`config.mk`:
```
export PLATFORM = sky130hd
export DESIGN_NAME = mmcm_drp_sequencer
export DESIGN_NICKNAME = d
export VERILOG_FILES = /design/src/rtl/mmcm_drp_sequencer.sv
export SDC_FILE = /design/constraint.sdc
export NUM_CORES = 1
export LEC_CHECK = 0
export CORE_ASPECT_RATIO = 1.4
export CORE_MARGIN = 3
export CORE_UTILIZATION = 25
export DETAILED_ROUTE_END_ITERATION = 6
export GPL_TIMING_DRIVEN = 0
export PLACE_DENSITY_LB_ADDON = 0.1
export SETUP_SLACK_MARGIN = 0.05
export SYNTH_ARGS = -nofsm -noshare
export SYNTH_HDL_FRONTEND = slang
export SYNTH_SLANG_ARGS = --single-unit
```
`constraint.sdc`:
```
create_clock -name refclk -period 9 [get_ports refclk]
set_input_delay 1.8 -clock refclk [delete_from_list [all_inputs] [get_ports refclk]]
set_output_delay 1.8 -clock refclk [all_outputs]
set_load 0.02 [all_outputs]
```
`src/rtl/mmcm_drp_sequencer.sv`:
```
// -----------------------------------------------------------------------------
// mmcm_drp_sequencer
//
// Table-driven DRP reconfiguration controller for the 7-series MMCM wrapper
// family. Holds up to NUM_ENTRIES read-modify-write records
// {addr, mask, data}. On start it holds the MMCM in reset and applies each
// record as
//     DI = (DO & mask) | data
// to DRP register addr. It then releases reset and waits for LOCKED.
// Each DRP wait and the lock wait has its own timeout.
//
// Optional build macro:
//   MMCM_DRP_READBACK_EN - re-read every register after writing it. A value
//                          that differs from the written one fails with
//                          err_code 3.
//
// Ports:
//   refclk            DRP/system clock (also forwarded as DCLK)
//   rst               asynchronous active-high reset
//   cfg_we            table write strobe (ignored while busy)
//   cfg_idx           table record index (>= NUM_ENTRIES ignored)
//   cfg_addr          record DRP address
//   cfg_mask          record mask: bits kept from the read value
//   cfg_data          record data: bits OR-ed in after masking
//   cfg_count         number of records to apply, sampled on start
//   start             begin a sequence (accepted only when idle)
//   busy              sequence in progress
//   done              one-cycle pulse on successful completion
//   error             sticky failure flag, cleared by the next accepted start
//   err_code          0 none, 1 drdy timeout, 2 lock timeout, 3 verify mismatch
//   reconfig_to_pll   [15:0] DI, [22:16] DADDR, [23] DEN, [24] DWE,
//                     [25] MMCM reset, [26] DCLK, [63:27] zero
//   reconfig_from_pll [15:0] DO, [16] DRDY, [17] LOCKED, rest ignored
// -----------------------------------------------------------------------------
module mmcm_drp_sequencer #(
    parameter int NUM_ENTRIES  = 8,
    parameter int IDX_W        = (NUM_ENTRIES > 1) ? $clog2(NUM_ENTRIES) : 1,
    parameter int DRDY_TIMEOUT = 255,
    parameter int LOCK_TIMEOUT = 65535
) (
    input  logic             refclk,
    input  logic             rst,
    input  logic             cfg_we,
    input  logic [IDX_W-1:0] cfg_idx,
    input  logic [6:0]       cfg_addr,
    input  logic [15:0]      cfg_mask,
    input  logic [15:0]      cfg_data,
    input  logic [IDX_W:0]   cfg_count,
    input  logic             start,
    output logic             busy,
    output logic             done,
    output logic             error,
    output logic [1:0]       err_code,
    output logic [63:0]      reconfig_to_pll,
    input  logic [63:0]      reconfig_from_pll
);

    // One timer serves every wait state, so size it for the longer limit.
    localparam int TMR_MAX = (LOCK_TIMEOUT > DRDY_TIMEOUT) ? LOCK_TIMEOUT : DRDY_TIMEOUT;
    localparam int TMR_W   = $clog2(TMR_MAX + 1);
    localparam logic [TMR_W-1:0] DRDY_LIM = TMR_W'(DRDY_TIMEOUT - 1);
    localparam logic [TMR_W-1:0] LOCK_LIM = TMR_W'(LOCK_TIMEOUT - 1);

    localparam logic [1:0] ERR_DRDY = 2'd1;
    localparam logic [1:0] ERR_LOCK = 2'd2;
`ifdef MMCM_DRP_READBACK_EN
    localparam logic [1:0] ERR_VFY  = 2'd3;
`endif

    typedef enum logic [3:0] {
        S_IDLE,
        S_RST_ON,
        S_RD_REQ,
        S_RD_WAIT,
        S_WR_REQ,
        S_WR_WAIT,
`ifdef MMCM_DRP_READBACK_EN
        S_VFY_REQ,
        S_VFY_WAIT,
`endif
        S_NEXT,
        S_RST_OFF,
        S_LOCK_WAIT,
        S_DONE,
        S_FAIL
    } state_t;

    state_t           state_reg;
    logic             busy_reg;
    logic             done_reg;
    logic             error_reg;
    logic [1:0]       err_code_reg;
    logic [15:0]      di_reg;
    logic [6:0]       daddr_reg;
    logic             den_reg;
    logic             dwe_reg;
    logic             mmcm_rst_reg;
    logic [15:0]      do_cap_reg;
    logic [IDX_W:0]   idx_reg;
    logic [IDX_W:0]   count_reg;
    logic [TMR_W-1:0] timer_reg;
    logic             lock_meta_reg;
    logic             lock_sync_reg;
    logic             lock_prev_reg;

    // From-PLL bus fields.
    logic [15:0] drp_do;
    logic        drp_rdy;
    logic        pll_locked;
    logic        unused_from_bits;

    assign drp_do           = reconfig_from_pll[15:0];
    assign drp_rdy          = reconfig_from_pll[16];
    assign pll_locked       = reconfig_from_pll[17];
    assign unused_from_bits = ^reconfig_from_pll[63:18];

    // ---------------------------------------------------------------
    // Record table: {addr[38:32], mask[31:16], data[15:0]}.
    // Small and read at the current index, so it is kept as plain
    // registers with an asynchronous read port.
    // ---------------------------------------------------------------
    logic [38:0] tbl_mem [NUM_ENTRIES];
    logic [38:0] rec;
    logic [6:0]  rec_addr;
    logic [15:0] rec_mask;
    logic [15:0] rec_data;

    always_ff @(posedge refclk) begin
        if (cfg_we && !busy_reg && (32'(cfg_idx) < NUM_ENTRIES)) begin
            tbl_mem[cfg_idx] <= {cfg_addr, cfg_mask, cfg_data};
        end
    end

    assign rec      = tbl_mem[idx_reg[IDX_W-1:0]];
    assign rec_addr = rec[38:32];
    assign rec_mask = rec[31:16];
    assign rec_data = rec[15:0];

    // Start-time record count, clamped to the table size.
    logic [IDX_W:0] count_clamped;
    logic [IDX_W:0] idx_inc;

    assign count_clamped = (32'(cfg_count) > NUM_ENTRIES) ? (IDX_W+1)'(NUM_ENTRIES) : cfg_count;
    assign idx_inc       = idx_reg + 1'b1;

    // ---------------------------------------------------------------
    // LOCKED synchroniser. The chain is flushed while the sequencer
    // holds the MMCM in reset. A LOCKED level left over from before the
    // reset pulse therefore cannot satisfy the lock check.
    // ---------------------------------------------------------------
    always_ff @(posedge refclk or posedge rst) begin
        if (rst) begin
            lock_meta_reg <= 1'b0;
            lock_sync_reg <= 1'b0;
            lock_prev_reg <= 1'b0;
        end else if (mmcm_rst_reg) begin
            lock_meta_reg <= 1'b0;
            lock_sync_reg <= 1'b0;
            lock_prev_reg <= 1'b0;
        end else begin
            lock_meta_reg <= pll_locked;
            lock_sync_reg <= lock_meta_reg;
            lock_prev_reg <= lock_sync_reg;
        end
    end

    // ---------------------------------------------------------------
    // Sequencer FSM. Outputs are registered, so a request state's DEN
    // appears on the bus during the first cycle of the matching wait
    // state. The wait timer starts at that same edge. A failure sets
    // error, err_code and the MMCM reset release on the edge that
    // enters FAIL.
    // ---------------------------------------------------------------
    always_ff @(posedge refclk or posedge rst) begin
        if (rst) begin
            state_reg    <= S_IDLE;
            busy_reg     <= 1'b0;
            done_reg     <= 1'b0;
            error_reg    <= 1'b0;
            err_code_reg <= 2'd0;
            di_reg       <= 16'd0;
            daddr_reg    <= 7'd0;
            den_reg      <= 1'b0;
            dwe_reg      <= 1'b0;
            mmcm_rst_reg <= 1'b0;
            do_cap_reg   <= 16'd0;
            idx_reg      <= '0;
            count_reg    <= '0;
            timer_reg    <= '0;
        end else begin
            // DRP strobes and done are single-cycle pulses.
            den_reg  <= 1'b0;
            dwe_reg  <= 1'b0;
            done_reg <= 1'b0;

            case (state_reg)
                S_IDLE: begin
                    if (start) begin
                        error_reg    <= 1'b0;
                        err_code_reg <= 2'd0;
                        count_reg    <= count_clamped;
                        idx_reg      <= '0;
                        busy_reg     <= 1'b1;
                        state_reg    <= S_RST_ON;
                    end
                end

                S_RST_ON: begin
                    mmcm_rst_reg <= 1'b1;
                    state_reg    <= (count_reg == '0) ? S_RST_OFF : S_RD_REQ;
                end

                S_RD_REQ: begin
                    den_reg   <= 1'b1;
                    daddr_reg <= rec_addr;
                    timer_reg <= '0;
                    state_reg <= S_RD_WAIT;
                end

                S_RD_WAIT: begin
                    if (drp_rdy) begin
                        do_cap_reg <= drp_do;
                        state_reg  <= S_WR_REQ;
                    end else if (timer_reg == DRDY_LIM) begin
                        error_reg    <= 1'b1;
                        err_code_reg <= ERR_DRDY;
                        mmcm_rst_reg <= 1'b0;
                        state_reg    <= S_FAIL;
                    end else begin
                        timer_reg <= timer_reg + 1'b1;
                    end
                end

                S_WR_REQ: begin
                    den_reg   <= 1'b1;
                    dwe_reg   <= 1'b1;
                    di_reg    <= (do_cap_reg & rec_mask) | rec_data;
                    timer_reg <= '0;
                    state_reg <= S_WR_WAIT;
                end

                S_WR_WAIT: begin
                    if (drp_rdy) begin
`ifdef MMCM_DRP_READBACK_EN
                        state_reg <= S_VFY_REQ;
`else
                        state_reg <= S_NEXT;
`endif
                    end else if (timer_reg == DRDY_LIM) begin
                        error_reg    <= 1'b1;
                        err_code_reg <= ERR_DRDY;
                        mmcm_rst_reg <= 1'b0;
                        state_reg    <= S_FAIL;
                    end else begin
                        timer_reg <= timer_reg + 1'b1;
                    end
                end

`ifdef MMCM_DRP_READBACK_EN
                // DADDR still holds addr[idx] from the read request.
                S_VFY_REQ: begin
                    den_reg   <= 1'b1;
                    timer_reg <= '0;
                    state_reg <= S_VFY_WAIT;
                end

                S_VFY_WAIT: begin
                    if (drp_rdy) begin
                        if (drp_do != di_reg) begin
                            error_reg    <= 1'b1;
                            err_code_reg <= ERR_VFY;
                            mmcm_rst_reg <= 1'b0;
                            state_reg    <= S_FAIL;
                        end else begin
                            state_reg <= S_NEXT;
                        end
                    end else if (timer_reg == DRDY_LIM) begin
                        error_reg    <= 1'b1;
                        err_code_reg <= ERR_DRDY;
                        mmcm_rst_reg <= 1'b0;
                        state_reg    <= S_FAIL;
                    end else begin
                        timer_reg <= timer_reg + 1'b1;
                    end
                end
`endif

                S_NEXT: begin
                    idx_reg   <= idx_inc;
                    state_reg <= (idx_inc == count_reg) ? S_RST_OFF : S_RD_REQ;
                end

                S_RST_OFF: begin
                    mmcm_rst_reg <= 1'b0;
                    timer_reg    <= '0;
                    state_reg    <= S_LOCK_WAIT;
                end

                // Lock is accepted after two consecutive synchronised
                // high samples.
                S_LOCK_WAIT: begin
                    if (lock_sync_reg && lock_prev_reg) begin
                        done_reg  <= 1'b1;
                        state_reg <= S_DONE;
                    end else if (timer_reg == LOCK_LIM) begin
                        error_reg    <= 1'b1;
                        err_code_reg <= ERR_LOCK;
                        state_reg    <= S_FAIL;
                    end else begin
                        timer_reg <= timer_reg + 1'b1;
                    end
                end

                S_DONE: begin
                    busy_reg  <= 1'b0;
                    state_reg <= S_IDLE;
                end

                S_FAIL: begin
                    mmcm_rst_reg <= 1'b0;
                    busy_reg     <= 1'b0;
                    state_reg    <= S_IDLE;
                end

                default: begin
                    state_reg <= S_IDLE;
                end
            endcase
        end
    end

    assign busy     = busy_reg;
    assign done     = done_reg;
    assign error    = error_reg;
    assign err_code = err_code_reg;

    // DCLK is the raw refclk; every other bus field comes from a register.
    assign reconfig_to_pll = {37'd0, refclk, mmcm_rst_reg, dwe_reg, den_reg,
                              daddr_reg, di_reg};

endmodule

```
# After elaboration in Yosys (flattened, before gate mapping)
# Memory sizes are Yosys's and may differ from the RTL's.
# Cells that the tools add are included.
[totals] output_inout_bits=69 ff_bits=78 mem_bits_rw=312 memories=1 elab_cells=110
[classes] n_eq_ne=21 bitwise_logic=2 n_lt_le_gt_ge=1 reduce_logical=23 muxes=43 n_addsub=2
[mem_list] name="tbl_mem" depth=8 width=39 read_ports=1 rd_ports_with_merged_regs=0 wr=1 line="122" source="logic [38:0] tbl_mem [NUM_ENTRIES];"
[op_table] op="$mux 16" count=4
[op_table] op="$pmux 16 s3" count=1
[op_table] op="$pmux 4 s9" count=1
[op_table] op="$mux 4" count=8
[op_table] op="$mux 1" count=17
[op_table] op="$add 16x1->16 const B" count=1
[op_table] op="$and 16x16->16" count=1
[op_table] op="$eq 16x16->1 const B" count=1
[op_table] op="$eq 16x8->1 const B" count=1
[op_table] op="$eq 4x3->1 const B" count=4
[op_table] op="$or 16x16->16" count=1
[op_table] op="$eq 4x4->1 const B" count=3
[op_table] op="$ne 2x2->1 const B" count=6
[op_table] op="$mux 2" count=5
[op_table] op="$reduce_and 2->1" count=5
[op_table] op="$reduce_bool 3->1" count=3
[op_table] op="$eq 4x2->1 const B" count=2
[op_table] op="$logic_not 4->1" count=2
[op_table] op="$pmux 4 s2" count=1
[op_table] op="$reduce_or 2->1" count=4
[op_table] op="$mux 3" count=2
[op_table] op="$pmux 1 s3" count=2
[op_table] op="$pmux 2 s3" count=1
[op_table] op="$reduce_and 6->1" count=1
[op_table] op="13 further kinds" count=15

# Depth between registers and ports, before layout
# Gate-level depths: netlist of run 1.
[logic_depth] word_depth=4 mapped_depth=10

==> out/metrics.csv, run 1 <==
stage;metric;value;unit
status;outcome;finished clean;
synthesis;ys_warn_count;0;
global_route;grt_use_total;13.71;%
worst_hold_path;min_to;di_reg[5];
route;drc;0;
power_and_ir_drop;vdd_drop_max;0.0001793;V
place;place_area;18300;µm²
synthesis;synthArstFlopShare;20.00;%
route;vias;8523;
worst_hold_path;hold_start;di_reg[5];
critical_path;r2r_start;state_reg[1];
place;finalWeightedCongestion;0.7520;
die;core.rowCount;108;
place;place_ws;2.078;ns
critical_path;crit_fanout;2;
cts;cts-resized-gates;0;
synthesis;synthCells;864;
route;first_pass_iters;4;
cells_and_area;largest_reg_flops;312;
cells_and_area;final_cells;1931;
sta;fin_ws;1.814;ns
critical_path;critPathRequiredTime;7.20;ns
critical_path;r2r_setup_slack;5.90;ns
route;viasPerCell;4.414;
cells_and_area;area.growth.synth_to_final;26.54;%
synthesis;yosysTopAreaCellShare;59.69;%
synthesis;avgSynthCellArea;18.17;µm²
worst_hold_path;hold-path-cell-count;1;
synthesis;ys_types;64;
route;ant_nets;0;
worst_hold_path;hold_class;flip-flop to flip-flop;
critical_path;start_kind;clock port;
die;initial_core_util;25.31;%
die;die_h;302.5;µm
critical_path;crit_type;clock port to output port;
sta;setup_viol;0;
place;dp.cells;1845;
global_route;grt_pass1_vias;9034;
sta;slew_headroom;25.22;%
place;dp_hpwl;28.92;mm
global_route;overflow;0;
place;io_buffers;98;
sta;rsz0062_at_grt;false;
route;wl_met3;1.942;mm
cells_and_area;layout.nets;1186;
synthesis;ys_seq_area_share;72.12;%
power_and_ir_drop;p_per_area;283.2;nW/µm²
critical_path;cp.arrival;5.39;ns
route;top_layer;met5;
critical_path;end_kind;output port;
die;die_area;65870;µm²
global_route;grt_max_degree;56;
synthesis;synth_area;15700;µm²
power_and_ir_drop;p_total;5.625;mW
synthesis;synthTopCellsByArea;edfxtp_1 60%, dfrtp_1 12%, mux4_2 11%;
cells_and_area;final_util;32.02;%
cts;cts_tree;yes;
die;num_io_pins;183;
global_route;grt_pass1_wl;64.49;mm
job;max_cap_violations;0;
global_route;antenna_found_initial;3;
critical_path;rr_endpoint;di_reg[4];
cells_and_area;drive_gt1_share;23.73;%
sta;skew;0.01291;ns
synthesis;ys_seq_elements;390;
synthesis;ys.flop_type;edfxtp_1;
route;wl;44.43;mm
route;wl_met2;22.09;mm
die;die_w;217.8;µm
cts;ctsHoldBuffers;0;
sta;slew_violations;0;
critical_path;worstRegToRegCells;7;
synthesis;synth-edff-count;312;
sta;setup_tns;0;ns
power_and_ir_drop;p_leak;6.720;nW
cells_and_area;regMostFlops;tbl_mem;
route;drt_iter0_markers;454;
die;coreArea;62020;µm²
cts;clkTransAtPathRegs;0.05;ns
sta;hold_viol;0;
cts;cts_setup_buffers;0;
route;met1_length;19.32;mm
synthesis;synth_top_cell_by_area;edfxtp_1;
cells_and_area;postLayoutCellArea;19860;µm²
sta;worstMarginPinSlew;1.113;ns
cts;clock_latency;0.68;ns
route;wl_per_cell;23.01;µm
sta;whs;0.4792;ns
## placed cells by master (no fill, tap or decap), types with 15 or more instances in the layout
cell,netlist,routed
o21ai_0,15,15
nor2_1,24,18
mux2_2,18,18
clkbuf_1,28,39
a211oi_1,31,31
buf_4,42,42
clkbuf_16,0,48
mux4_2,78,78
edfxtp_1,312,312
nand2_1,20,20
a21oi_1,31,31
conb_1,1,37
a21o_1,18,18
clkdlybuf4s50_1,0,98
dfrtp_1,78,78
## kinds of logic after synthesis
kind of cell | synth area share, %
AO/OA/AOI/OAI | 6.194
XOR/XNOR | 0.4464
adder cells (fa/ha/maj) | 0.3029
buffers and inverters | 3.468
flip-flops | 72.12
multiplexers | 13.06
other | 0.02389
AND/OR/NAND/NOR | 4.376
## how the worst max path moves through the flow
stage                     startpoint                   to  slack (ns)  cells past startpoint
after floorplan               refclk  reconfig_to_pll[26]        2.57                      1
after global placement    cfg_idx[2]        tbl_mem[4][3]       -0.79                      3
after detailed placement      refclk  reconfig_to_pll[26]        2.08                      2
after CTS                     refclk  reconfig_to_pll[26]        1.80                      4
after global routing          refclk  reconfig_to_pll[26]        1.79                      4
final                         refclk  reconfig_to_pll[26]        1.81                      4
## layout make-up
class | count | area [µm²]
timing repair buffer | 119 | 1365
tap | 825 | 1032
clock inverter | 24 | 305.3
antenna | 2 | 5.005
clock buffer | 61 | 1266
inverter | 7 | 28.78
buffer | 83 | 518.0
fill | 6071 | 42160
sequential | 390 | 11320
multi-input combinational | 420 | 4021
## worst max-delay path: stages
cell	delay (ns)
clkbuf_16	0.12
clkbuf_16	0.13
buf_4	0.11
clkdlybuf4s50_1	0.52
## metal layers
metal | vias to the layer above | global-route usage [%]
met3 | 56 | 2.575
met5 | - | 0
li1 | 3829 | -
met2 | 189 | 23.22
met4 | 2 | 4.771
met1 | 4447 | 17.70
## synth_stat cells, drive strengths merged, types with 18 or more instances
library cell	n
a211oi	31
a21o	18
a21oi	37
buf	55
clkbuf	28
dfrtp	78
edfxtp	312
mux2	19
mux4	78
nand2	20
nor2	25
o21ai	18
## power by group
part	switching (mW)	total [mW]	internal [mW]
Clock	0.752	1.95	1.20
Sequential	0.105	2.22	2.11
Combinational	0.805	1.46	0.653
(Power assumes the default switching activity.)
==> inputs of run 2 (changes only) <==
- clock period: 9 -> 7 ns (I/O delays scaled with it)
==> results of run 2 <==
The final DEF is identical to that of run 1. Status: finished clean.
Among the figures that moved: setup slack after placement 2.078 ns -> 1.478 ns; setup slack after layout 1.814 ns -> 1.214 ns; register-to-register setup slack 5.90 ns -> 3.90 ns; total power 5.625 mW -> 7.232 mW; worst IR drop on VDD 0.0001793 V -> 0.0002305 V
